<file path="src/rtl/keypad_pkg.sv">
// keypad_pkg
// Shared definitions for the hex keypad entry block:
//   - KP_DIM        : number of keypad rows and columns (4)
//   - fsm_state_t   : debounce FSM state type with its state constants
//   - KEY_MAP       : 16-entry table, index row*4+col -> 4-bit key code
//   - key_lookup()  : table accessor used by the scan reduction
package keypad_pkg;

    localparam int KP_DIM = 4;

    typedef logic [1:0] fsm_state_t;

    localparam fsm_state_t ST_IDLE       = 2'd0;
    localparam fsm_state_t ST_PRESS_DB   = 2'd1;
    localparam fsm_state_t ST_HELD       = 2'd2;
    localparam fsm_state_t ST_RELEASE_DB = 2'd3;

    // Element [row*4+col]; listed from index 15 (row 3, col 3) down to 0.
    // Row 3 carries '*' as E and '#' as F.
    localparam logic [15:0][3:0] KEY_MAP = {
        4'hD, 4'hF, 4'h0, 4'hE,
        4'hC, 4'h9, 4'h8, 4'h7,
        4'hB, 4'h6, 4'h5, 4'h4,
        4'hA, 4'h3, 4'h2, 4'h1
    };

    function automatic logic [3:0] key_lookup(input logic [3:0] idx);
        return KEY_MAP[idx];
    endfunction

endpackage

</file>
<file path="src/rtl/keypad_scan.sv">
// keypad_scan
// Drives the keypad rows one at a time, samples the synchronized columns at
// the end of each row dwell and reduces one full scan to a single result.
// Ports:
//   clk, rst     : clock, synchronous active-high reset
//   col_n[3:0]   : raw column sense (active low, asynchronous)
//   row_n[3:0]   : row drive (active low, one-cold)
//   scan_done    : one-cycle pulse, one cycle after the row-3 sample
//   scan_single  : with scan_done, exactly one key was seen in the scan
//   scan_code    : with scan_done and scan_single, code of that key
module keypad_scan
    import keypad_pkg::*;
#(
    parameter int SCAN_DIV = 25000
) (
    input  logic       clk,
    input  logic       rst,
    input  logic [3:0] col_n,
    output logic [3:0] row_n,
    output logic       scan_done,
    output logic       scan_single,
    output logic [3:0] scan_code
);

    localparam int DWELL_W = (SCAN_DIV > 2) ? $clog2(SCAN_DIV) : 1;
    localparam logic [DWELL_W-1:0] DWELL_LAST = DWELL_W'(SCAN_DIV - 1);

    logic [3:0]         col_meta_reg;
    logic [3:0]         col_sync_reg;
    logic [DWELL_W-1:0] dwell_reg;
    logic [1:0]         row_idx_reg;
    logic [3:0][3:0]    samples_reg;     // [row][col], 1 = pressed
    logic [3:0]         sample_en;
    logic               last_dwell;
    logic               reduce_pending_reg;
    logic               scan_done_reg;
    logic               scan_single_reg;
    logic [3:0]         scan_code_reg;

    logic [15:0]        sample_bits;
    logic [4:0]         press_count;
    logic [3:0]         hit_idx;

    assign last_dwell = (dwell_reg == DWELL_LAST);
    assign row_n      = ~(4'b0001 << row_idx_reg);

    // Two-flop synchronizer on the asynchronous column inputs.
    always_ff @(posedge clk) begin
        if (rst) begin
            col_meta_reg <= 4'hF;
            col_sync_reg <= 4'hF;
        end else begin
            col_meta_reg <= col_n;
            col_sync_reg <= col_meta_reg;
        end
    end

    // Row dwell counter and row index.
    always_ff @(posedge clk) begin
        if (rst) begin
            dwell_reg   <= '0;
            row_idx_reg <= 2'd0;
        end else if (last_dwell) begin
            dwell_reg   <= '0;
            row_idx_reg <= row_idx_reg + 2'd1;
        end else begin
            dwell_reg   <= dwell_reg + DWELL_W'(1);
        end
    end

    // Per-row sample strobe: last dwell cycle of the row currently driven.
    // The sample taken here sees columns that settled at least two cycles
    // after the row drive changed, hence the minimum dwell of 4.
    genvar gi;
    generate
        for (gi = 0; gi < KP_DIM; gi++) begin : g_row_en
            assign sample_en[gi] = last_dwell && (row_idx_reg == 2'(gi));
        end
    endgenerate

    always_ff @(posedge clk) begin
        if (rst) begin
            samples_reg <= '0;
        end else begin
            for (int r = 0; r < KP_DIM; r++) begin
                if (sample_en[r]) begin
                    samples_reg[r] <= ~col_sync_reg;
                end
            end
        end
    end

    // The row-3 sample edge arms the reduction; the result registers one
    // cycle later, when all four rows are in samples_reg.
    always_ff @(posedge clk) begin
        if (rst) begin
            reduce_pending_reg <= 1'b0;
        end else begin
            reduce_pending_reg <= sample_en[3];
        end
    end

    assign sample_bits = samples_reg;

    // Count pressed keys and remember the position of one of them; the
    // position is only meaningful when the count is exactly one.
    always_comb begin
        press_count = 5'd0;
        hit_idx     = 4'd0;
        for (int i = 0; i < 16; i++) begin
            if (sample_bits[i]) begin
                press_count = press_count + 5'd1;
                hit_idx     = 4'(i);
            end
        end
    end

    always_ff @(posedge clk) begin
        if (rst) begin
            scan_done_reg   <= 1'b0;
            scan_single_reg <= 1'b0;
            scan_code_reg   <= 4'd0;
        end else begin
            scan_done_reg <= reduce_pending_reg;
            if (reduce_pending_reg) begin
                // Zero or multiple presses both reduce to NONE; multiple
                // presses can be ghosts of the matrix, so they are not trusted.
                scan_single_reg <= (press_count == 5'd1);
                scan_code_reg   <= key_lookup(hit_idx);
            end
        end
    end

    assign scan_done   = scan_done_reg;
    assign scan_single = scan_single_reg;
    assign scan_code   = scan_code_reg;

endmodule

</file>
<file path="src/rtl/hex_keypad_entry.sv">
// hex_keypad_entry
// Debounces single key presses from the keypad scanner and shifts each
// accepted hex digit into a 16-bit value from the right.
// Parameters:
//   SCAN_DIV       : clock cycles each row is driven (>= 4)
//   DEBOUNCE_SCANS : matching full scans needed for press/release (1..255)
// Ports:
//   clk, rst     : clock, synchronous active-high reset
//   row_n[3:0]   : keypad row drive, active low
//   col_n[3:0]   : keypad column sense, active low, asynchronous
//   clr          : synchronous clear of value (wins over a same-cycle accept)
//   value[15:0]  : assembled hex value, [3:0] is the newest digit
//   key_code[3:0]: most recently accepted key
//   key_valid    : one-cycle pulse on accept
//   key_held     : high while the accepted key remains pressed
module hex_keypad_entry
    import keypad_pkg::*;
#(
    parameter int SCAN_DIV       = 25000,
    parameter int DEBOUNCE_SCANS = 10
) (
    input  logic        clk,
    input  logic        rst,
    output logic [3:0]  row_n,
    input  logic [3:0]  col_n,
    input  logic        clr,
    output logic [15:0] value,
    output logic [3:0]  key_code,
    output logic        key_valid,
    output logic        key_held
);

    localparam logic [7:0] DB_TARGET = 8'(DEBOUNCE_SCANS);

    logic       scan_done;
    logic       scan_single;
    logic [3:0] scan_code;

    fsm_state_t  state_reg, state_next;
    logic [7:0]  db_cnt_reg, db_cnt_next;
    logic [7:0]  db_inc;
    logic [3:0]  cand_reg, cand_next;
    logic        accept;
    logic [3:0]  accept_code;
    logic [15:0] value_reg;
    logic [3:0]  key_code_reg;
    logic        key_valid_reg;

    keypad_scan #(
        .SCAN_DIV (SCAN_DIV)
    ) u_scan (
        .clk         (clk),
        .rst         (rst),
        .col_n       (col_n),
        .row_n       (row_n),
        .scan_done   (scan_done),
        .scan_single (scan_single),
        .scan_code   (scan_code)
    );

    assign db_inc = db_cnt_reg + 8'd1;

    // Debounce FSM; only advances on a completed scan.
    always_comb begin
        state_next  = state_reg;
        db_cnt_next = db_cnt_reg;
        cand_next   = cand_reg;
        accept      = 1'b0;
        accept_code = cand_reg;
        if (scan_done) begin
            case (state_reg)
                ST_IDLE: begin
                    if (scan_single) begin
                        cand_next   = scan_code;
                        accept_code = scan_code;
                        if (DB_TARGET == 8'd1) begin
                            accept      = 1'b1;
                            state_next  = ST_HELD;
                            db_cnt_next = 8'd0;
                        end else begin
                            state_next  = ST_PRESS_DB;
                            db_cnt_next = 8'd1;
                        end
                    end
                end
                ST_PRESS_DB: begin
                    if (!scan_single) begin
                        state_next  = ST_IDLE;
                        db_cnt_next = 8'd0;
                    end else if (scan_code != cand_reg) begin
                        cand_next   = scan_code;
                        db_cnt_next = 8'd1;
                    end else if (db_inc == DB_TARGET) begin
                        accept      = 1'b1;
                        state_next  = ST_HELD;
                        db_cnt_next = 8'd0;
                    end else begin
                        db_cnt_next = db_inc;
                    end
                end
                ST_HELD: begin
                    // A different single key while held is ignored (no rollover).
                    if (!scan_single) begin
                        if (DB_TARGET == 8'd1) begin
                            state_next  = ST_IDLE;
                            db_cnt_next = 8'd0;
                        end else begin
                            state_next  = ST_RELEASE_DB;
                            db_cnt_next = 8'd1;
                        end
                    end
                end
                ST_RELEASE_DB: begin
                    if (scan_single) begin
                        state_next  = ST_HELD;
                        db_cnt_next = 8'd0;
                    end else if (db_inc == DB_TARGET) begin
                        state_next  = ST_IDLE;
                        db_cnt_next = 8'd0;
                    end else begin
                        db_cnt_next = db_inc;
                    end
                end
                default: begin
                    state_next  = ST_IDLE;
                    db_cnt_next = 8'd0;
                end
            endcase
        end
    end

    always_ff @(posedge clk) begin
        if (rst) begin
            state_reg  <= ST_IDLE;
            db_cnt_reg <= 8'd0;
            cand_reg   <= 4'd0;
        end else begin
            state_reg  <= state_next;
            db_cnt_reg <= db_cnt_next;
            cand_reg   <= cand_next;
        end
    end

    // Outputs of an accept; clr only touches value and takes priority.
    always_ff @(posedge clk) begin
        if (rst) begin
            value_reg     <= 16'd0;
            key_code_reg  <= 4'd0;
            key_valid_reg <= 1'b0;
        end else begin
            key_valid_reg <= accept;
            if (accept) begin
                key_code_reg <= accept_code;
            end
            if (clr) begin
                value_reg <= 16'd0;
            end else if (accept) begin
                value_reg <= {value_reg[11:0], accept_code};
            end
        end
    end

    assign value     = value_reg;
    assign key_code  = key_code_reg;
    assign key_valid = key_valid_reg;
    assign key_held  = (state_reg == ST_HELD) || (state_reg == ST_RELEASE_DB);

endmodule

</file>
<file path="config.mk">
export PLATFORM = sky130hd
export DESIGN_NAME = hex_keypad_entry
export DESIGN_NICKNAME = d
export VERILOG_FILES = /design/src/rtl/keypad_pkg.sv /design/src/rtl/keypad_scan.sv /design/src/rtl/hex_keypad_entry.sv
export SDC_FILE = /design/constraint.sdc
export NUM_CORES = 1
export LEC_CHECK = 0
export ABC_AREA = 1
export CAP_MARGIN = 20
export CORE_MARGIN = 4
export CORE_UTILIZATION = 32
export CTS_CLUSTER_SIZE = 12
export DETAILED_ROUTE_END_ITERATION = 16
export SLEW_MARGIN = 20
export SYNTH_ARGS = -nofsm -noshare
export SYNTH_HDL_FRONTEND = slang
export SYNTH_SLANG_ARGS = --single-unit
</file>
<file path="constraint.sdc">
create_clock -name clk -period 16.1 [get_ports clk]
set_clock_uncertainty 0.15 [all_clocks]
set_input_delay 3.22 -clock clk [delete_from_list [all_inputs] [get_ports clk]]
set_output_delay 3.22 -clock clk [all_outputs]
set_load 0.005 [all_outputs]
</file>
## Word level (Yosys, flattened, before mapping)

Memory sizes are Yosys's and may differ from the RTL's. A register that Yosys moved wholly into a read port is not among the register bits.
Cells that the tools add are included.

- Memories: 1
- Output and inout bits: 26
- ROM bits: 64
- Bits of input ports: 7
- Register bits: 79

- Reductions and logical operators: 13
- Eq/ne operators: 17
- Shift-type cells: 1
- Bitwise gates (word level): 2
- Muxes and demuxes: 57
- Add/sub/neg operators: 18

Memory list:

| name | words | width | rd ports | clocked after Yosys merged registers in | write ports | line | source |
|---|---|---|---|---|---|---|---|
| (no name shown) | 16 | 4 | 1 | 1 | 0 | keypad_pkg.sv:28 | `return KEY_MAP[idx];` |

Operators by type and width:

| kind | number |
|---|---|
| $mux W5 | 15 |
| $add A5 B1 Y5 const B | 14 |
| $mux W4 | 13 |
| $mux W8 | 6 |
| $pmux W8 S4 | 1 |
| $mux W2 | 9 |
| $add A15 B1 Y15 const B | 1 |
| $eq A15 B15 Y1 const B | 1 |
| $mux W3 | 4 |
| $add A8 B1 Y8 const B | 1 |
| $eq A2 B2 Y1 const B | 4 |
| $eq A8 B4 Y1 const B | 1 |
| $not A4 Y4 | 2 |
| $pmux W2 S4 | 1 |
| $pmux W4 S2 | 1 |
| $mux W1 | 7 |
| $ne A3 B3 Y1 const B | 2 |
| $reduce_and A6 Y1 | 1 |
| $eq A5 B1 Y1 const B | 1 |
| $eq A2 B1 Y1 const B | 2 |
| $logic_and A1 B1 Y1 | 4 |
| $logic_not A2 Y1 | 2 |
| $ne A2 B1 Y1 const B | 2 |
| $ne A2 B2 Y1 const B | 2 |
| 10 further kinds | 11 |

## Longest topological paths before layout

- Word-level depth: 32
- Mapped depth: 52
- Mapped depth without buffers: 52

## Modules after synthesis

Synthesis repeated with hierarchy kept, for this count alone.

- Cells, all modules: 874
- Area, all modules: 5584.1 sq um

Modules (own cells, without submodules):

| module | sequential area each (sq um) | instances | cells an instance | area each (sq um) |
|---|---|---|---|---|
| keypad_scan | 960.9 | 1 | 605 | 3792.4 |
| hex_keypad_entry | 700.7 | 1 | 269 | 1791.7 |

## Least setup slack after synthesis

OpenSTA, ideal clock, no wires.

- Path type: register to register
- Start: register u_scan.samples_reg (netlist bit u_scan.sample_bits[0])
- End: register u_scan.scan_single_reg, in the netlist u_scan.scan_single
- Data arrival time: 7.090 ns
- Stages on the path, launching flop included: 51
- Setup slack: 8.794 ns
- Clock period less this slack: 7.306 ns
- Required time: 15.884 ns
- Cells stage by stage: dfxtp_1 > inv_1 > ha_1 > inv_1 > nand2_2 > nand2_1 > inv_1 > ha_1 > nand2_1 > nand2_1 > ha_1 > or2_1 > nand2_1 > inv_1 > ha_1 > nand2_1 > nand2_2 > ha_1 > [15 not listed] > nand2_1 > nand2_1 > ha_1 > or2_2 > nand2_1 > inv_1 > ha_1 > nand2_1 > nand2_1 > ha_1 > nor2_1 > a31oi_1 > ha_1 > nor2_1 > nand2_1 > o31ai_2 > nand3_2 > a21oi_2

- Cells in the longest elaborated chain, start to end: 32

Ends and longest elaborated chain:

| element | line | source |
|---|---|---|
| start, declared | keypad_scan.sv:32 | `logic [3:0][3:0] samples_reg;` |
| start signal, assigned by index | keypad_scan.sv:87 | `samples_reg[r] <= ~col_sync_reg;` |
| $mux W1 (*) | keypad_scan.sv:111 | `if (sample_bits[i]) begin` |
| $add A1 B1 Y2 | keypad_scan.sv:112 | `press_count = press_count + 5'd1;` |
| $mux W5 (*) | keypad_scan.sv:111 |  |
| $add A5 B1 Y5 | keypad_scan.sv:112 |  |
| $mux W5 (*) | keypad_scan.sv:111 |  |
| $add A5 B1 Y5 | keypad_scan.sv:112 |  |
| $mux W5 (*) | keypad_scan.sv:111 |  |
| $add A5 B1 Y5 | keypad_scan.sv:112 |  |
| [16 not listed] | - |  |
| $mux W5 (*) | keypad_scan.sv:111 |  |
| $add A5 B1 Y5 | keypad_scan.sv:112 |  |
| $mux W5 (*) | keypad_scan.sv:111 |  |
| $add A5 B1 Y5 | keypad_scan.sv:112 |  |
| $mux W5 (*) | keypad_scan.sv:111 |  |
| $add A5 B1 Y5 | keypad_scan.sv:112 |  |
| $mux W5 (*) | keypad_scan.sv:111 |  |
| $eq A5 B1 Y1 (*) | keypad_scan.sv:128 | `scan_single_reg <= (press_count == 5'd1);` |
| end signal, assigned | keypad_scan.sv:128 |  |
| end, declared | keypad_scan.sv:37 | `logic scan_single_reg;` |

Mark *: on every way between the ends. The rest lies on a longest branch, timed or not.
A chain may end at the register's enable or synchronous reset.

## Worst setup path after layout

Same ends and word-level chain as after synthesis.

==> summary.md <==
| Metric | Value |
|---|---|
| Nets@finish | `861` |
| Cell family with most CP delay | `adder cells` |
| Setup Fix Bufs, Post-CTS | `0` |
| Via count | `4719` |
| Register area | `1660 um^2` |
| Area leader, netlist | `dfxtp_1` |
| Post-Route WL | `around 11000 um` |
| Crit Path Category | `register to register` |
| Die X | `136 um` |
| Share of the cycle needed by the critical path after routing | `approximately 48%` |
| Via/cell ratio | `between 4 and 5` |
| Static Leak | `2.99 nW` |
| Critical path fanouts, max | `4` |
| Compound-Gate Fraction of Synth Area | `14.7%` |
| Proportion of synthesized area in mux cells | `0%` |
| Worst r2r src | `u_scan.sample_bits[0]$_SDFFE_PP0P_` |
| Clk buf depth | `2` |
| FMAX | `0.130 GHz` |
| Routed Antenna Nets | `0` |
| PwrDens | `70.0 nW/um^2` |
| Number of enable flip-flop cells after synthesis | `0` |
| Largest net degree at the start of global routing | `32` |
| Most frequent cells in the layout | `187 x nand2_1, 134 x inv_1, 83 x dfxtp_1` |
| Final setup viols | `0` |
| Vias in the first global route | `4374` |
| Clk Latency, worst-skew pair | `0.33 ns` |
| RR Endpoint | `u_scan.scan_single$_SDFFE_PP0P_` |
| Root Driver | `clkbuf_16` |
| R2R Setup Slk | `8.38 ns` |
| Buf/Inv on CP | `5` |
| Worst setup margin | `~8.4 ns` |
| CP Launch Point | `u_scan.sample_bits[0]$_SDFFE_PP0P_` |
| Post-cts resize count | `0` |
| Hold-fix buffers at CTS | `0` |
| Die area | `18400 um^2` |
| Wire length on met3 | `135 um` |
| Worst setup endpoint | `u_scan.scan_single$_SDFFE_PP0P_` |
| Grt ovf | `0` |
| Initial core utilization | `32.7%` |
| Row count | `46` |
| Main combinational cell family by area after synthesis | `simple AND/OR/NAND/NOR gates` |
| Highest metal used | `met4` |
| Cell Area, Synth | `5210 um^2` |
| CTS Buf Count | `9` |
| Clk sinks | `83` |
| Setup tns final | `0 ns` |
| Synth Area in XOR/XNOR | `approximately 1.3%` |
| Final Hold Vio Count | `0` |
| Top post-synthesis cells by area | `dfxtp_1 32%, nand2_1 13%, inv_1 9.6%` |
| Layout cells sized above 1 | `10.3%` |
| CTS tree | `yes` |
| Antenna cell count | `0` |
| HPWL after DPL | `around 8400 um` |
| Commonest non-fill, non-tap cell in the layout | `nand2_1` |
| Hold path cells | `1` |
| Int Power | `343 uW` |
| Overall routing resource usage | `12.3%` |
| Die Y | `136 um` |
| Unrepaired setup endpoints after global routing | `false` |
| Slowest-stage cell, CP | `ha_1` |
| Synth warn | `0` |
| Psw | `82.2 uW` |
| Global-route wire length before repair | `between 15000 and 20000 um` |
| Worst setup EP type | `register` |
| Switch share | `19.3%` |
| Area of the multi-input gates | `2990 um^2` |
| Adder-cell share of the synthesized area | `approximately 6.5%` |
| Area Overhead vs Synth | `16.6%` |
| Sequential fraction of the synthesis area | `31.9%` |
| Initial antenna violation count | `0` |
| H-tree depth | `3` |
| Combinational share of power | `2.1%` |
| Residual DRC | `0` |
| Wirelength per Cell | `around 10 um` |
| Final slew viol count | `0` |
| First drt pass iteration count | `4` |
| Yosys cell types | `35` |
| Post-synthesis simple-gate area fraction | `34.8%` |
| IO buf count | `32` |
| Main synth FF type | `dfxtp_1` |
| Seq cells post-synth | `83` |
| Met1 wire length | `5630 um` |
| Syn avg cell area | `between 6 and 7 um^2` |
| Post-Syn Instances | `a little under 800` |
| Seq pwr share | `48.8%` |
| Min-delay worst type | `register to register` |
| Critical Path AT | `7.83 ns` |
| Worst slew margin | `42.7%` |
| Wire length on met2 | `4760 um` |
| Worst Max-Slew Pin Slew | `approximately 0.85 ns` |
| IO Count | `33` |
| CORE AREA | `15900 um^2` |
| GPL Wtd Cong | `~0.83` |
| Worst setup SP type | `register` |
| Reg2reg path depth | `50` |
| CP peak stage delay | `0.34 ns` |
| CP Data Required Time | `about 16 ns` |
| Reg clk slew, reported paths | `0.06 ns` |
| Max-Cap Viols | `0` |
| Critical path depth | `50` |
| FFs w/ async S/R, synth | `0%` |
| Status | `complete, no violations` |
| Max rail drop VDD | `just under 0.00005 V` |
| Overall Power | `~430 uW` |
| Most used cell along the critical path | `nand2_1` |
| Clock Power Share | `49.1%` |
| Yosys top cell area share | `about a third` |
| Period minus WS final | `between 7 and 8 ns` |
| Fillers | `~1700` |
| Initial drt markers | `approximately 210` |
| DP Worst Slack | `8.36 ns` |
| Syn Nets | `between 800 and 900` |
[per-stage QoR]
step	std cells	utilization [%]	instance area (um^2)	hold WS, ns
3_3_place_gp	1032	36.2	5770	0.247
5_1_grt	1048	38.1	6080	0.286
4_1_cts	1048	38.1	6080	0.262
3_5_place_dp	1032	36.2	5770	0.248
2_1_floorplan	794	-	5210	0.239
6_report	1048	38.1	6080	0.260
[worst min path at each step]
stage | start | slack, ns | end
6_report | u_scan.col_meta_reg[1]$_SDFF_PP1_ | 0.26 | u_scan.col_sync_reg[1]$_SDFF_PP1_
3_5_place_dp | u_scan.col_meta_reg[1]$_SDFF_PP1_ | 0.25 | u_scan.col_sync_reg[1]$_SDFF_PP1_
2_1_floorplan | u_scan.col_meta_reg[0]$_SDFF_PP1_ | 0.24 | u_scan.col_sync_reg[0]$_SDFF_PP1_
3_3_place_gp | u_scan.col_meta_reg[1]$_SDFF_PP1_ | 0.25 | u_scan.col_sync_reg[1]$_SDFF_PP1_
5_1_grt | u_scan.col_meta_reg[1]$_SDFF_PP1_ | 0.29 | u_scan.col_sync_reg[1]$_SDFF_PP1_
4_1_cts | u_scan.col_meta_reg[1]$_SDFF_PP1_ | 0.26 | u_scan.col_sync_reg[1]$_SDFF_PP1_
[logic make-up after synthesis]
| family | Yosys count |
|---|---|
| and+or+nand+nor | 387 |
| buffers and inverters | 150 |
| AOI/OAI and AO/OA | 139 |
| DFF | 83 |
| adders and majority gates | 27 |
| xor gates and xnor gates | 8 |
[layout make-up]
cell class	count	share of cell area (%)
clock buffers	15	4.57
flip-flops and latches	83	27.3
repair buffers	34	5.51
multi-input cells	561	49.1
inverters	138	8.52
clock inverters	1	0.494
well taps	216	4.44
[routing by layer]
layer / GRT usage [%] / vias up
met5: 0 / -
met4: 4.65 / 0
met3: 1.67 / 14
met2: 19.5 / 31
met1: 17.0 / 2064
li1: - / 2610
[synthesized netlist by cell type, types with 11 or more instances]
cell	count
o21ai_0	51
dfxtp_1	83
nand3_1	47
a21oi_1	64
clkbuf_1	11
nand2_2	36
nor2_1	58
nand2_1	187
or2_2	12
inv_1	134
nand3_2	16
ha_1	27
[power by group through the flow]
stage / clock, mW / combinational [mW] / sequential (mW)
3_5_place_dp: 0 / 0.00903 / 0.212
6_report: 0.209 / 0.00887 / 0.208
3_3_place_gp: 0 / 0.00891 / 0.212
2_1_floorplan: 0 / 0.00564 / 0.212
4_1_cts: 0.215 / 0.00904 / 0.208
5_1_grt: 0.223 / 0.00997 / 0.208
No activity file was read; power rests on OpenSTA's default activity.
